**config.mk**
```make
export PLATFORM = sky130hd
export DESIGN_NAME = ps2_key_ctrl
export DESIGN_NICKNAME = d
export VERILOG_FILES = /design/src/rtl/ps2_key_ctrl.sv
export SDC_FILE = /design/constraint.sdc
export NUM_CORES = 1
export LEC_CHECK = 0
export ABC_AREA = 1
export BUFFER_PORTS_ARGS = -buffer_cell sky130_fd_sc_hd__buf_2
export CAP_MARGIN = 20
export CORE_MARGIN = 3
export CORE_UTILIZATION = 35
export DETAILED_ROUTE_END_ITERATION = 7
export GPL_TIMING_DRIVEN = 0
export SETUP_SLACK_MARGIN = 0.02
export SLEW_MARGIN = 30
export SYNTH_ARGS = -nofsm -noshare
export SYNTH_HDL_FRONTEND = slang
export SYNTH_SLANG_ARGS = --single-unit
```
**constraint.sdc**
```tcl
create_clock -name clk -period 2.6 [get_ports clk]
set_clock_uncertainty 0.2 [all_clocks]
set_input_delay 0.65 -clock clk [delete_from_list [all_inputs] [get_ports clk]]
set_output_delay 0.65 -clock clk [all_outputs]
set_load 0.1 [all_outputs]
```
**src/rtl/ps2_key_ctrl.sv**
```systemverilog
// PS/2 scan-code sequencer: pops receiver FIFO bytes, parses make/break/E0/Pause
// sequences, filters typematic repeats and presents held-key state to the display.
module ps2_key_ctrl #(
  parameter int TIMEOUT_CYCLES = 1_000_000
) (
  input  logic       clk,
  input  logic       clrn,
  input  logic [7:0] rx_data,
  input  logic       rx_ready,
  input  logic       rx_overflow,
  output logic       rx_pop,
  output logic [7:0] scan_code,
  output logic       extended,
  output logic       key_held,
  output logic       key_released,
  output logic [7:0] key_times,
  output logic       make_evt,
  output logic       break_evt,
  output logic       timeout_evt
);

  localparam int TW = (TIMEOUT_CYCLES > 2) ? $clog2(TIMEOUT_CYCLES) : 1;
  localparam logic [TW-1:0] TIMEOUT_LAST = TW'(TIMEOUT_CYCLES - 2);

  typedef enum logic [2:0] {IDLE, EXT, BRK, EXT_BRK, SKIP} state_t;

  state_t        state, state_next;
  logic [2:0]    skip_cnt, skip_next;
  logic [TW-1:0] tcnt, tcnt_next;
  logic          do_make, do_break, do_timeout, code_ext, code_match;

  // The FIFO is never popped while reset is held, even though the pop is combinational.
  assign rx_pop       = rx_ready & ~rx_overflow & clrn;
  assign key_released = ~key_held;
  assign code_match   = key_held && ({code_ext, rx_data} == {extended, scan_code});

  always_ff @(posedge clk or negedge clrn) begin
    if (!clrn) begin
      state    <= IDLE;
      skip_cnt <= '0;
      tcnt     <= '0;
    end else begin
      state    <= state_next;
      skip_cnt <= skip_next;
      tcnt     <= tcnt_next;
    end
  end

  always_comb begin
    state_next = state;
    skip_next  = skip_cnt;
    tcnt_next  = tcnt;
    do_make    = 1'b0;
    do_break   = 1'b0;
    do_timeout = 1'b0;
    code_ext   = 1'b0;
    if (rx_overflow) begin
      state_next = IDLE;
      skip_next  = '0;
      tcnt_next  = '0;
    end else if (rx_pop) begin
      tcnt_next = '0;
      case (state)
        IDLE: begin
          case (rx_data)
            8'hE0: state_next = EXT;
            8'hF0: state_next = BRK;
            8'hE1: begin
              state_next = SKIP;
              skip_next  = 3'd7;
            end
            8'h00, 8'hAA, 8'hEE, 8'hFA, 8'hFE, 8'hFF: state_next = IDLE;
            default: do_make = 1'b1;
          endcase
        end
        EXT: begin
          if (rx_data == 8'hF0) begin
            state_next = EXT_BRK;
          end else begin
            state_next = IDLE;
            // E0 12 is the fake-shift prefix some keyboards emit; it is not a key.
            if (rx_data != 8'h12) begin
              do_make  = 1'b1;
              code_ext = 1'b1;
            end
          end
        end
        BRK: begin
          state_next = IDLE;
          do_break   = 1'b1;
        end
        EXT_BRK: begin
          state_next = IDLE;
          do_break   = 1'b1;
          code_ext   = 1'b1;
        end
        SKIP: begin
          skip_next = skip_cnt - 3'd1;
          if (skip_cnt <= 3'd1) begin
            state_next = IDLE;
            skip_next  = '0;
          end
        end
        default: state_next = IDLE;
      endcase
    end else if (state == IDLE) begin
      tcnt_next = '0;
    end else if (tcnt == TIMEOUT_LAST) begin
      // This idle cycle brings the count to TIMEOUT_CYCLES-1: abandon the sequence.
      do_timeout = 1'b1;
      state_next = IDLE;
      skip_next  = '0;
      tcnt_next  = '0;
    end else begin
      tcnt_next = tcnt + 1'b1;
    end
  end

  always_ff @(posedge clk or negedge clrn) begin
    if (!clrn) begin
      scan_code   <= 8'h00;
      extended    <= 1'b0;
      key_held    <= 1'b0;
      key_times   <= 8'h00;
      make_evt    <= 1'b0;
      break_evt   <= 1'b0;
      timeout_evt <= 1'b0;
    end else begin
      make_evt    <= 1'b0;
      break_evt   <= 1'b0;
      timeout_evt <= do_timeout;
      if (rx_overflow) begin
        key_held <= 1'b0;
      end else if (do_make && !code_match) begin
        scan_code <= rx_data;
        extended  <= code_ext;
        key_held  <= 1'b1;
        key_times <= key_times + 8'd1;
        make_evt  <= 1'b1;
      end else if (do_break && code_match) begin
        key_held  <= 1'b0;
        break_evt <= 1'b1;
      end
    end
  end

endmodule
```
== Word-level counts from Yosys, hierarchy flattened ==
Cells that the tools add are included.
Storage, ports and cells
  output and inout port bits: 23
  register bits after elaboration: 47
  input bits: 12
Operators by class
  reduce and logical (&&, ||, !) cells: 14
  add/sub/neg operators: 3
  equal/unequal tests: 20
  $lt $le $gt $ge: 1
  bitwise gates (word level): 4
  multiplexer cells: 41
Operator list (number)
  $mux 20: 4
  $eq 8x8->1 const B: 8
  $mux 3: 9
  $mux 1: 22
  $add 20x1->20 const B: 1
  $eq 20x20->1 const B: 1
  $pmux 3 s4: 1
  $eq 9x9->1: 1
  $pmux 3 s3: 1
  $reduce_or 9->1: 1
  $add 8x1->8 const B: 1
  $logic_not 8->1: 1
  $ne 8x5->1 const B: 1
  $reduce_and 4->1: 2
  $eq 3x2->1 const B: 2
  $ne 6x3->1 const B: 1
  $pmux 3 s2: 1
  $reduce_bool 3->1: 2
  $reduce_or 6->1: 1
  $ne 4x2->1 const B: 1
  $ne 4x4->1 const B: 1
  $pmux 1 s2: 2
  $eq 3x1->1 const B: 1
  $eq 3x3->1 const B: 1
  other kinds (12): 16

== Longest topological paths before layout ==
  depth in word-level cells: 12
  depth in mapped cells: 12
  depth with buffers taken out: 11

== Worst setup path before layout ==
OpenSTA, ideal clock, no wires.
  path type: input to register
  start: input port clrn
  end: register scan_code[4]
  stages on the path: 11
  data arrival time: 2.314 ns
  slack: 0.019 ns
  library setup time: 0.067 ns
  data required time: 2.333 ns
  path through: nand2_1 > nor2_4 > inv_2 > nor3_2 > nand2_1 > nand3_1 > nand3_4 > nand2_4 > buf_6 > nand2_1 > nand2_1
Between the ends
  longest elaborated chain between the ends: 8
  elaborated cells between the ends (all ways): 10
  those cells by class: eq/ne: 1; mux: 4; bitwise: 1; reduce/logical: 4
RTL lines
  from (decl): line 7  | input logic clrn,
  $and 1x1->1 (*): line 33  | assign rx_pop = rx_ready & ~rx_overflow & clrn;
  via rx_pop: line 11  | output logic rx_pop,
  $mux 1: line 61  | end else if (rx_pop) begin
  $mux 1: line 57  | if (rx_overflow) begin
  $eq 9x9->1: line 35  | assign code_match = key_held && ({code_ext, rx_data} == {extended, scan_code});
  $logic_and 1x1->1: line 35
  $logic_not 1->1: line 134  | end else if (do_make && !code_match) begin
  $logic_and 1x1->1 (*): line 134
  $reduce_and 2->1 (no line) (*)
  to (signal assigned): line 135  | scan_code <= rx_data;
  to (decl): line 12  | output logic [7:0] scan_code,
Mark *: on every way through the listed nets, which the timed path passes. The rest lies on a longest branch.
A chain may end at the register's enable or synchronous reset.

== Worst setup path in the final report ==
  start: input port rx_overflow
  end: output port rx_pop
Between the ends
  longest elaborated chain between the ends: 3
RTL lines
  from (decl): line 10  | input logic rx_overflow,
  $not 1->1 (no line)
  $and 1x1->1 (2 in a row): line 33
  to (decl): line 11
Every way passes these cells.

==> reports/qor.yml <==
clock_network:
  clk_latency_ns: 0.31
  cts_tree: "built"
  clk_pin_slew_ns: 0.09
  clock-sinks: 47
  clockRootBuffer: "clkbuf_8"
  numCtsBuffers: 5
  htree_levels: 2
  post_cts_buffers: 0
  clk_path_buf_depth: 2
logic_synthesis:
  synth-edff-count: 0
  yosys.area.top_type: "dfrtp_1"
  mappedNetlistArea_mm2: 0.00280
  yosysMostFrequentCell: "nand2_1"
  synth.distinct_cells: 33
  netlist.area_leader.share_pct: 41.9
  synthesis.nets: 393
  yosysWarnings: 0
  netlist_instances: 376
  synth.yosys.seq_area_share_pct: 41.9
  synth_area_leaders: "dfrtp_1 42%, nand2_1 13%, nand3_1 6.8%, nor2_1 6.7%, inv_1 5.0%"
  synth_flop_cell: "dfrtp_1"
  yosys-top-cells-count: "95 x nand2_1, 50 x nor2_1, 47 x dfrtp_1, 38 x nand3_1, 37 x inv_1"
  synth_seq_cells: 47
  syn_avg_cell_area_um2: 7.46
  ys_async_sr_fraction_pct: 100
critical_path:
  rr_worst_depth: 11
  reg2reg_to: "scan_code[4]"
  path_buf_inv: 2
  cp_top_family: "buffers and inverters"
  critPathKind: "in2out"
  slowest_stage: "buf_6"
  worstPathArrival_ns: 1.33
  crit_required_ns: 1.75
  crit_chain: "buf_2 -> nor2_4 -> buf_6"
  worstSetupEndpointType: "output port"
  rr_startpoint: "state[0]"
  cp.depth: 3
  start_kind: "primary input"
  cp_max_fo: 10
  r2r_slack_ns: 0.43
  critical-path-max-stage-delay_ns: 0.27
routing:
  drc: 0
  vias: 2533
  ant_nets: 0
  post_drt_wl_per_cell_um: 12.4
  routed_wl_um: 6480
  vias_per_cell: 4.85
  drt_pass1_iterations: 4
  drtIter0Drc: 80
global_route:
  grt_max_degree: 49
  grt_usage_pct: 14.7
  grt_use_met1_pct: 20.8
  grtUsageMet3_pct: 3.16
  grt_pass1_wl_um: 10800
  grt-ovfl-total: 0
  top_usage_layer: "met2"
  grt_use_met2_pct: 23.2
  antenna_found_initial: 0
  grt_pass1_vias: 2321
placement:
  place_inst: 512
  place.gp.congestion: 0.871
  place_hpwl_um: 4790
  place_area_mm2: 0.00311
  port_buffers: 34
die:
  floorplan.initialDensity_pct: 36.1
  fp.dieW_um: 95.5
  ios: 35
  dieArea_mm2: 0.00912
  die_h_um: 95.5
  rows: 32
  core_area_mm2: 0.00777
power:
  power_density_mw_per_mm2: 651
  peakVddDrop_mv: 0.623
  leakage_uw: 0.00148
  finalPower_uw: 2120
timing:
  setup_viol: 0
  slew_headroom_pct: 47.2
  max_clock_freq_ghz: 0.458
  finalHoldViolations: 0
  tightest_slew_ns: 0.789
  maxSlewViolCount: 0
  period_share_pct: 84.0
  min_period_ns: 2.18
  grt_setup_unrepaired: "no"
  hold_slack_ns: 0.0489
layout:
  drive_above_1_share_pct: 17.1
  antenna_cells: 0
  fin_cells: 522
  final_core_util_pct: 41.8
  area_growth_pct: 15.9
  finalInstanceArea_mm2: 0.00325
  nets: 436
status:
  outcome: "completed"
worst_hold_path:
  hold_path.class: "in2async"
flow_run:
  maxCapViolCount: 0
flip-flops by register name (all words and copies together), names as in the netlist:
name,cells
timeout_evt,1
key_times,8
break_evt,1
tcnt,20
extended,1
skip_cnt,3
state,3
key_held,1
make_evt,1
scan_code,8
what timing repair did:
action | 4_1_cts | 5_1_grt
endpoints found under the setup margin | 13 | 10
hold buffers | 0 | 2
gates resized for setup | 4 | 1
hold endpoints to repair | 0 | 16
through the flow:
| stage | setup slack (ns) | setup TNS [ns] |
|---|---|---|
| after floorplan | 0.0463 | 0 |
| after global placement | -0.795 | -24.50 |
| after detailed placement | -0.397 | -8.08 |
| after CTS | 0.0678 | 0 |
| after global routing | 0.278 | 0 |
| final | 0.416 | 0 |
layer usage:
| layer | vias to the layer above | part of all wire, % | wire (µm) |
|---|---|---|---|
| li1 | 1303 | - | - |
| met4 | 0 | 1.1 | 72 |
| met3 | 10 | 3.2 | 208 |
| met1 | 1181 | 51 | 3290 |
| met5 | - | 0 | 0 |
| met2 | 39 | 45 | 2900 |
kinds of logic after synthesis:
logic type | share of synthesized area (%)
AOI/OAI and AO/OA | 6.52
adders and majority gates | 2.23
and+or+nand+nor | 37.8
DFF | 41.9
xor gates and xnor gates | 4.69
buffers and inverters | 6.87
where the power goes:
part	total [µW]	leakage, µW	internal, µW	switching (µW)
sequential	866	0.000636	795	70.8
combinational	780	0.000803	147	633
clock	470	0.0000408	193	278
worst max path at each step:
stage,startpoint,end,slack [ns]
after floorplan,clrn,scan_code[4],0.05
after global placement,clrn,rx_pop,-0.80
after detailed placement,clrn,scan_code[3],-0.40
after CTS,clrn,rx_pop,0.07
after global routing,tcnt[0],tcnt[15],0.28
final,rx_overflow,rx_pop,0.42
cell usage in the layout (no fill, tap or decap), drive strengths merged:
cell,netlist,routed
nor3b,1,1
nand4,10,10
dlygate4sd3,0,1
or2,1,1
nand3b,1,1
nor4,1,1
inv,42,43
a21oi,14,14
nor2,56,56
o21ai,15,15
ha,5,5
a21boi,1,1
nor3,17,17
buf,4,39
xnor2,6,6
o21a,1,1
and2,1,1
nand2,101,101
clkinvlp,0,2
dfrtp,47,47
clkbuf,0,5
xor2,9,9
nand3,42,42
a22oi,1,1
final cells by class:
class                      count  area [µm²]
fill                         821        4520
multi-input combinational    283        1440
sequential                    47        1180
timing repair buffer          36         221
inverter                      42         158
tap                          102         128
clock buffer                   5        68.8
buffer                         4        35.0
clock inverter                 3        23.8
Power figures use the tool's default switching activity.
